### src/rtl/uram_bist_pkg.sv
// Shared types and constants for the URAM BIST controller.
package uram_bist_pkg;

  typedef enum logic [2:0] {
    ST_IDLE  = 3'd0,
    ST_WRITE = 3'd1,
    ST_READ  = 3'd2,
    ST_DRAIN = 3'd3,
    ST_DONE  = 3'd4
  } bist_state_e;

  typedef enum logic [1:0] {
    MODE_COUNT = 2'd0,
    MODE_INV   = 2'd1,
    MODE_LFSR  = 2'd2,
    MODE_RSVD  = 2'd3
  } bist_mode_e;

  // Right-shifting Galois form of x^32+x^22+x^2+x+1
  localparam logic [31:0] LFSR_POLY = 32'h8020_0003;
  localparam int          ERR_W     = 32;

  function automatic logic [31:0] lfsr_step(input logic [31:0] v);
    return v[0] ? ((v >> 1) ^ LFSR_POLY) : (v >> 1);
  endfunction

endpackage

### src/rtl/uram_bist_pattern.sv
// Sequential pattern source: holds pattern(k), advanced once per word.
// LFSR mode exists only when URAM_BIST_LFSR_EN is defined.
module uram_bist_pattern
  import uram_bist_pkg::*;
#(
  parameter int DATA_WIDTH = 72
) (
  input  logic                  clk,
  input  logic                  rst,
  input  logic                  load,
  input  logic                  adv,
  input  logic [31:0]           seed,
  input  bist_mode_e            mode,
  output logic [DATA_WIDTH-1:0] data
);

  bist_mode_e            mode_q;
  logic [31:0]           cnt;
  logic [DATA_WIDTH-1:0] count_w;

  always_ff @(posedge clk or posedge rst) begin
    if (rst) begin
      mode_q <= MODE_COUNT;
      cnt    <= '0;
    end else if (load) begin
      mode_q <= mode;
      cnt    <= seed;
    end else if (adv) begin
      cnt    <= cnt + 32'd1;
    end
  end

  assign count_w = DATA_WIDTH'(cnt);

`ifdef URAM_BIST_LFSR_EN
  localparam int REP = (DATA_WIDTH + 31) / 32;

  logic [31:0]           lfsr;
  logic [DATA_WIDTH-1:0] lfsr_w;

  always_ff @(posedge clk or posedge rst) begin
    if (rst)       lfsr <= 32'd1;
    else if (load) lfsr <= (seed == 32'd0) ? 32'd1 : seed;
    else if (adv)  lfsr <= lfsr_step(lfsr);
  end

  assign lfsr_w = DATA_WIDTH'({REP{lfsr}});

  always_comb begin
    data = count_w;
    case (mode_q)
      MODE_INV:  data = ~count_w;
      MODE_LFSR: data = lfsr_w;
      default:   data = count_w;
    endcase
  end
`else
  // Mode 2 (and reserved 3) fall back to the count pattern
  always_comb begin
    data = count_w;
    if (mode_q == MODE_INV) data = ~count_w;
  end
`endif

endmodule

### src/rtl/uram_bist_ctrl.sv
// URAM BIST controller: write pass, read/compare pass, error capture.
// Optional LFSR pattern via URAM_BIST_LFSR_EN.
module uram_bist_ctrl
  import uram_bist_pkg::*;
#(
  parameter  int DATA_WIDTH = 72,
  parameter  int DATA_DEPTH = 4096,
  parameter  int RD_LATENCY = 2,
  localparam int AW         = $clog2(DATA_DEPTH)
) (
  input  logic                  clk,
  input  logic                  rst,
  input  logic                  start,
  input  logic                  abort,
  input  logic [1:0]            mode,
  input  logic [31:0]           seed,
  output logic                  wea,
  output logic [AW-1:0]         addra,
  output logic [DATA_WIDTH-1:0] dina,
  output logic [AW-1:0]         addrb,
  input  logic [DATA_WIDTH-1:0] doutb,
  output logic                  busy,
  output logic                  done,
  output logic                  pass,
  output logic [ERR_W-1:0]      err_cnt,
  output logic [AW-1:0]         first_err_addr
);

  bist_state_e state, state_nxt;

  logic                         accept, abort_run, rd_issue;
  logic                         wr_last, rd_last, drn_last;
  logic [2:0]                   drn_cnt;
  logic [RD_LATENCY:1]          vld_pipe;
  logic [RD_LATENCY:1][AW-1:0]  adr_pipe;
  logic [DATA_WIDTH-1:0]        exp_data;
  logic                         cmp_vld, mism;
  logic [ERR_W-1:0]             err_nxt;

  assign accept    = (state == ST_IDLE) && start && !abort;
  assign abort_run = (state != ST_IDLE) && abort;
  assign wr_last   = (addra == AW'(DATA_DEPTH - 1));
  assign rd_last   = (addrb == AW'(DATA_DEPTH - 1));
  assign drn_last  = (drn_cnt == 3'(RD_LATENCY - 1));

  always_ff @(posedge clk or posedge rst) begin
    if (rst) state <= ST_IDLE;
    else     state <= state_nxt;
  end

  always_comb begin
    state_nxt = state;
    wea       = 1'b0;
    busy      = 1'b0;
    done      = 1'b0;
    rd_issue  = 1'b0;
    case (state)
      ST_IDLE:  if (accept) state_nxt = ST_WRITE;
      ST_WRITE: begin
        wea  = 1'b1;
        busy = 1'b1;
        if (abort)        state_nxt = ST_IDLE;
        else if (wr_last) state_nxt = ST_READ;
      end
      ST_READ: begin
        busy     = 1'b1;
        rd_issue = 1'b1;
        if (abort)        state_nxt = ST_IDLE;
        else if (rd_last) state_nxt = ST_DRAIN;
      end
      ST_DRAIN: begin
        busy = 1'b1;
        if (abort)         state_nxt = ST_IDLE;
        else if (drn_last) state_nxt = ST_DONE;
      end
      ST_DONE: begin
        done      = 1'b1;
        state_nxt = ST_IDLE;
      end
      default:  state_nxt = ST_IDLE;
    endcase
  end

  // Write-side and expected-side generators run the same sequence,
  // each advanced by its own consumer.
  uram_bist_pattern #(.DATA_WIDTH(DATA_WIDTH)) u_wr_pat (
    .clk  (clk),
    .rst  (rst),
    .load (accept),
    .adv  (wea),
    .seed (seed),
    .mode (bist_mode_e'(mode)),
    .data (dina)
  );

  uram_bist_pattern #(.DATA_WIDTH(DATA_WIDTH)) u_exp_pat (
    .clk  (clk),
    .rst  (rst),
    .load (accept),
    .adv  (cmp_vld),
    .seed (seed),
    .mode (bist_mode_e'(mode)),
    .data (exp_data)
  );

  assign cmp_vld = vld_pipe[RD_LATENCY];
  assign mism    = cmp_vld && (doutb != exp_data);
  assign err_nxt = (mism && !(&err_cnt)) ? err_cnt + ERR_W'(1) : err_cnt;

  always_ff @(posedge clk or posedge rst) begin
    if (rst) begin
      addra          <= '0;
      addrb          <= '0;
      drn_cnt        <= '0;
      vld_pipe       <= '0;
      adr_pipe       <= '0;
      err_cnt        <= '0;
      first_err_addr <= '0;
      pass           <= 1'b0;
    end else if (accept) begin
      addra          <= '0;
      err_cnt        <= '0;
      first_err_addr <= '0;
      pass           <= 1'b0;
    end else if (abort_run) begin
      // Results so far stay visible; in-flight reads are discarded
      pass     <= 1'b0;
      vld_pipe <= '0;
    end else begin
      if (state == ST_WRITE) begin
        if (!wr_last) addra <= addra + AW'(1);
        else          addrb <= '0;
      end
      if (state == ST_READ) begin
        if (!rd_last) addrb   <= addrb + AW'(1);
        else          drn_cnt <= '0;
      end
      if (state == ST_DRAIN) drn_cnt <= drn_cnt + 3'd1;

      vld_pipe[1] <= rd_issue;
      adr_pipe[1] <= addrb;
      for (int i = 2; i <= RD_LATENCY; i++) begin
        vld_pipe[i] <= vld_pipe[i-1];
        adr_pipe[i] <= adr_pipe[i-1];
      end

      err_cnt <= err_nxt;
      if (mism && (err_cnt == '0)) first_err_addr <= adr_pipe[RD_LATENCY];
      // The final compare lands on the DRAIN->DONE edge, so use err_nxt
      if ((state == ST_DRAIN) && drn_last) pass <= (err_nxt == '0);
    end
  end

endmodule
### config.mk
export PLATFORM = sky130hd
export DESIGN_NAME = uram_bist_ctrl
export DESIGN_NICKNAME = d
export VERILOG_FILES = /design/src/rtl/uram_bist_pkg.sv /design/src/rtl/uram_bist_pattern.sv /design/src/rtl/uram_bist_ctrl.sv
export SDC_FILE = /design/constraint.sdc
export NUM_CORES = 1
export LEC_CHECK = 0
export ABC_AREA = 1
export ABC_CLOCK_PERIOD_IN_PS = 6710
export CORE_AREA = 2 2 157 159
export CTS_BUF_LIST = sky130_fd_sc_hd__clkbuf_8
export CTS_CLUSTER_SIZE = 24
export DETAILED_ROUTE_END_ITERATION = 8
export DIE_AREA = 0 0 159 161
export PLACE_DENSITY = 0.78
export SLEW_MARGIN = 20
export SYNTH_ARGS = -nofsm -noshare
export SYNTH_HDL_FRONTEND = slang
export SYNTH_SLANG_ARGS = --single-unit
export TNS_END_PERCENT = 1
### constraint.sdc
create_clock -name clk -period 6.71 [get_ports clk]
set_input_delay 1.0065 -clock clk [delete_from_list [all_inputs] [get_ports clk]]
set_output_delay 1.0065 -clock clk [all_outputs]
set_load 0.02 [all_outputs]
==> results of run 1 <==
## placed cells by master, fill, tap and decap left out, drive strengths merged
master / Yosys / routed
o221ai: 1 / 1
inv: 247 / 254
nor3: 56 / 56
o211ai: 8 / 8
nor2: 191 / 191
xnor2: 22 / 22
a221oi: 4 / 4
nor3b: 1 / 1
clkdlybuf4s50: 0 / 253
dfrtp: 167 / 167
o31ai: 1 / 1
a22oi: 5 / 5
o21ai: 100 / 100
o22ai: 34 / 34
a311oi: 2 / 2
a211oi: 1 / 1
bufinv: 0 / 1
nor4: 15 / 15
o2111ai: 1 / 1
buf: 63 / 10
clkbuf: 40 / 18
clkinv: 0 / 6
nand4: 63 / 63
or2: 2 / 2
nand2: 447 / 447
xor2: 73 / 73
and2: 3 / 3
o21a: 1 / 1
ha: 8 / 8
nand3b: 2 / 2
a21oi: 32 / 32
nand3: 85 / 85
a31oi: 44 / 44
and3: 2 / 2
## final cells by class
| type | count | area share (%) |
|---|---|---|
| clock inverters | 14 | 1.38 |
| repair buffers | 263 | 18.0 |
| clock buffers | 18 | 1.69 |
| inverters | 247 | 6.38 |
| well taps | 324 | 2.77 |
| multi-input cells | 1204 | 41.2 |
| flip-flops and latches | 167 | 28.6 |
## state kept, by name, indices dropped and copies added, names as in the netlist
register,flops
u_exp_pat.mode_q,2
drn_cnt,3
addrb,12
addra,12
err_cnt,32
adr_pipe,24
u_wr_pat.cnt,32
vld_pipe,2
first_err_addr,12
state,3
u_exp_pat.cnt,32
pass,1
## worst max-delay path by stage
| stage | endpoint | slack, ns | start | cells after the start |
|---|---|---|---|---|
| after floorplan | addra[0] | 1.19 | rst | 1 |
| after detailed placement | addra[9] | 2.31 | abort | 14 |
| final | addra[9] | 2.74 | abort | 14 |
| after CTS | addra[9] | 2.82 | abort | 14 |
| after global routing | addra[9] | 2.40 | abort | 14 |
| after global placement | addra[9] | 2.48 | abort | 14 |
## layer usage
metal,share of wire [%],global-route usage (%),routed length [um],up-vias
met4,1.3,6.86,460,2
met3,9.0,4.93,3130,42
met1,44,37.9,15200,5550
li1,-,-,-,5902
met2,46,42.9,15900,568
met5,0.035,0,12,-
## through the flow
step	power (mW)	utilization [%]	area [um^2]	worst slack (ns)	std cells
final	6.40	61.0	14600	2.74	2237
after global routing	6.87	61.0	14600	2.40	2237
after detailed placement	5.55	59.0	14100	2.31	2204
after global placement	5.47	59.0	14100	2.48	2204
after CTS	6.37	60.9	14600	2.82	2236
after floorplan	4.22	-	11700	1.19	1721
## where the power goes
group	switching [mW]	internal, mW	total [mW]
Combinational	2.28	1.54	3.81
Sequential	0.431	1.35	1.78
Clock	0.463	0.336	0.799
Total	3.17	3.22	6.40
## logic make-up (layout without fill, tap and decap cells)
logic type	after synthesis	in the layout	synth area share, %
buffers and inverters	350	542	12.9
xor gates and xnor gates	95	95	7.11
and+or+nand+nor	867	867	31.9
adders and majority gates	8	8	0.855
DFF	167	167	35.7
AOI/OAI and AO/OA	234	234	11.5
## worst reg2reg max path, delay by kind of cell (launching register included)
family	cells	cell delay [ns]
simple gates	9	1.38
buf+inv	4	0.98
compound gates	2	0.79
flops	1	0.43
==> flow_metrics.tcl, run 1 <==
set metrics [dict create \
    status "finished clean" \
    finalMaxSlewViolations 0 \
    ys.warnings.count 0 \
    gp_congestion 0.950 \
    synth_edf_count 0 \
    grt_pass1_vias 11100 \
    synth_top_area_cell "dfrtp_1" \
    r2r_start "state[0]" \
    critPathMaxFanout 66 \
    route.vias.total 12100 \
    slew_headroom_pct 33.7 \
    area_growth_pct 24.9 \
    avgSynthCellArea_um2 6.80 \
    crit_type "in2reg" \
    seqCellArea_um2 4180 \
    track_usage_pct 26.9 \
    synth_nets 1839 \
    ys_ff_latch 167 \
    core_area_um2 24000 \
    drc_errors 0 \
    post-cts-setup-buffers 0 \
    fp.dieH_um 161 \
    min_path_type "reg2reg" \
    hold_viol 0 \
    r2r-end "addra[9]" \
    drtIter0Drc 1224 \
    cts_buffers 17 \
    path_clk_slew_ns 0.11 \
    setup_viol 0 \
    cap_viol_max_count 0 \
    detail_route.first_pass.iterations 6 \
    grt_pass1_wl_mm 56.2 \
    rrSetupSlack_ns 3.01 \
    multi_input_area_um2 6020 \
    ff2ff_path_depth 15 \
    synth.top_cell.area_share_pct 35.7 \
    cp.arrival_ns 4.34 \
    insertion_delay_ns 0.48 \
    power.density_nw_per_um2 438 \
    routed_wl_mm 34.7 \
    slowest_stage "a211oi_2" \
    cpPeakStageDelay_ns 0.55 \
    timing.hold.ws_ns 0.490 \
    synthTopCellsByArea "dfrtp_1 36%, nand2_1 14%, inv_1 7.8%" \
    wl_per_cell_um 15.5 \
    cts_root_buffer "clkbuf_8" \
    die_w_um 159 \
    rows 57 \
    dp_hpwl_mm 25.7 \
    critPathRequiredTime_ns 7.08 \
    startpoint_type "input port" \
    power_leakage_nw 6.71 \
    crit_top_cell "nand2_1" \
    period_share_pct 59.2 \
    initial_core_util_pct 48.9 \
    cts-resized-gates 0 \
    synth-seq-area-share_pct 35.7 \
    period_needed_ns 3.97 \
    skew_ns 0.0227 \
    whs_path_depth 2 \
    synth_area_um2 11700 \
    worst_pin_slew_ns 0.994 \
    ys_types 45 \
    grt_max_degree 101 \
    setup-tns-final_ns 0 \
    htree_levels 4 \
    synthArstFlopShare_pct 100 \
    hold_start "adr_pipe[9]" \
    rsz0062_at_grt "false" \
    antenna_found_initial 1 \
    clock_path_buffers 2 \
    min_to "adr_pipe[9]" \
    numPortBuffers 253 \
    n_fill_cell 2251 \
    num_antenna_cells 0 \
    overflow 0 \
    dieArea_um2 25600 \
    yosysMostFrequentCell "nand2_1" \
    ant_nets 0 \
    cp_num_buf_inv 5 \
    drive_gt1_share_pct 3.61 \
    cts_sinks 167 \
    end_kind "flip-flop" \
    finalNetCount 2018 \
    syn_inst 1721 \
    io_pins 254 \
    cp_top_family "buffers and inverters" \
    cts_tree "done" \
    cp_cell_sequence "clkdlybuf4s50_1, inv_1, nand3_2, buf_4, nand2_1, buf_4, inv_2, a211oi_2, nand2_1, nor2_1, nand2_1, nor2_2, nand2_1, a221oi_1" \
    ctsHoldBuffers 0 \
    peakVddDrop_mv 0.350 \
    synth_common_cells "444 x nand2_1, 243 x inv_1, 183 x nor2_1" \
    viasPerCell 5.39 \
    yosys_most_used_dff "dfrtp_1" \
    fmax_mhz 252 \
]
Power figures use the tool's default switching activity.
==> run 2: changes to the inputs <==
--- a/config.mk
+++ b/config.mk
@@ -6,7 +6,7 @@
 export NUM_CORES = 1
 export LEC_CHECK = 0
 export ABC_AREA = 1
-export ABC_CLOCK_PERIOD_IN_PS = 6710
+export ABC_CLOCK_PERIOD_IN_PS = 3760
 export CORE_AREA = 2 2 157 159
 export CTS_BUF_LIST = sky130_fd_sc_hd__clkbuf_8
 export CTS_CLUSTER_SIZE = 24
==> constraint.sdc (replaced) <==
create_clock -name clk -period 3.76 [get_ports clk]
set_input_delay 0.564 -clock clk [delete_from_list [all_inputs] [get_ports clk]]
set_output_delay 0.564 -clock clk [all_outputs]
set_load 0.02 [all_outputs]
==> flow_metrics.tcl, run 2 (synthesis gave the netlist of run 1 again) <==
set metrics [dict create \
    setup_viol 0 \
    dpl.cell_count 2213 \
    fp.dieH_um 161 \
    drtIter0Drc 1151 \
    cts_tree "done" \
    routed_wl_mm 35.5 \
    detail_route.first_pass.iterations 7 \
    post-cts-setup-buffers 0 \
    ant_nets 0 \
    slew_headroom_pct 46.7 \
    track_usage_pct 27.5 \
    critPathRequiredTime_ns 4.18 \
    largestRegisters "err_cnt x32, u_exp_pat.cnt x32, u_wr_pat.cnt x32" \
    min_path_type "reg2reg" \
    power_mw 11.5 \
    finalNetCount 2026 \
    critPathMaxFanout 32 \
    cap_viol_max_count 0 \
    end_kind "flip-flop" \
    numPortBuffers 253 \
    gp_congestion 0.960 \
    rows 57 \
    insertion_delay_ns 0.49 \
    grt_max_degree 70 \
    power_leakage_nw 6.75 \
    crit_type "reg2reg" \
    viasPerCell 5.36 \
    setup-tns-final_ns 0 \
    ff2ff_path_depth 15 \
    htree_levels 4 \
    pre_cts_ws_ns 0.467 \
    drc_errors 0 \
    period_needed_ns 3.30 \
    period_share_pct 87.8 \
    path_clk_slew_ns 0.11 \
    route.vias.total 12000 \
    drive_gt1_share_pct 4.01 \
    whs_path_depth 2 \
    place_area_um2 14200 \
    core_area_um2 24000 \
    skew_ns 0.0230 \
    multi_input_area_um2 6020 \
    dp_hpwl_mm 26.9 \
    wl_per_cell_um 15.8 \
    overflow 0 \
    cts_buffers 17 \
    seqCellArea_um2 4180 \
    fmax_mhz 303 \
    hold_viol 0 \
    cts-resized-gates 0 \
    peakVddDrop_mv 0.570 \
    antenna_found_initial 1 \
    io_pins 254 \
    cts_sinks 167 \
    worst_pin_slew_ns 0.797 \
    final_common_cell "nand2_1" \
    final_cell_mix "444 x nand2_1, 253 x clkdlybuf4s50_1, 241 x inv_1, 183 x nor2_1, 167 x dfrtp_1" \
    grt_pass1_wl_mm 57.0 \
    cp.arrival_ns 3.72 \
    dieArea_um2 25600 \
    n_fill_cell 2183 \
    setup_slack_ns 0.459 \
    status "finished clean" \
    area_growth_pct 25.5 \
    clock_path_buffers 2 \
    finalMaxSlewViolations 0 \
    grt_pass1_vias 11100 \
    startpoint_type "flip-flop" \
    ctsHoldBuffers 0 \
    initial_core_util_pct 48.9 \
    die_w_um 159 \
    fin_area_um2 14700 \
    rsz0062_at_grt "false" \
    power.density_nw_per_um2 780 \
    cts_root_buffer "clkbuf_8" \
    instances_no_fill 2246 \
]
-- run 2: area by class of cell --
class / instances / area share (%)
multi-input combinational: 1204 / 41.0
sequential: 167 / 28.4
tap: 324 / 2.76
inverter: 247 / 6.34
timing repair buffer: 271 / 18.3
clock inverter: 15 / 1.52
clock buffer: 17 / 1.59
antenna: 1 / 0.0170
-- run 2: worst max-delay path, stage by stage (launching register included) --
cell	delay [ns]
dfrtp_1	0.43
ha_1	0.30
nand2_1	0.08
nor2_1	0.28
nand2_2	0.18
nor2_4	0.21
nand4_4	0.45
nand3_4	0.49
nand2_1	0.09
nand2_1	0.09
nand2_1	0.06
nor2_1	0.16
nand2_1	0.09
nor2_1	0.10
nand2_1	0.08
a21oi_2	0.13
-- run 2: worst paths after layout --
path | startpoint | end | slack (ns)
min in group asynchronous | rst | addrb[1] | 0.55
worst min register to register | adr_pipe[2] | adr_pipe[2] | 0.49
worst max register to register | err_cnt[0] | pass | 0.46
worst max-delay path | err_cnt[0] | pass | 0.46
worst min-delay path | adr_pipe[2] | adr_pipe[2] | 0.49
max in group asynchronous | rst | u_exp_pat.cnt[11] | 2.37
-- run 2: stage by stage --
step	util [%]	hold slack [ns]
2_1_floorplan	-	0.442
3_3_place_gp	59.4	0.456
3_5_place_dp	59.4	0.460
4_1_cts	61.3	0.488
5_1_grt	61.3	0.511
6_report	61.3	0.486
-- run 2: power breakdown --
part	switching (mW)	leakage [nW]	internal [mW]
combinational	4.06	4.42	2.75
clock	0.849	0.223	0.589
sequential	0.805	2.11	2.41
-- run 2: metal layers --
metal | part of all wire, % | up-vias | GRT usage, %
met4 | 2.3 | 0 | 9.34
met1 | 45 | 5542 | 38.2
met3 | 8.4 | 58 | 5.96
li1 | - | 5912 | -
met2 | 45 | 537 | 42.8
met5 | 0 | - | 0
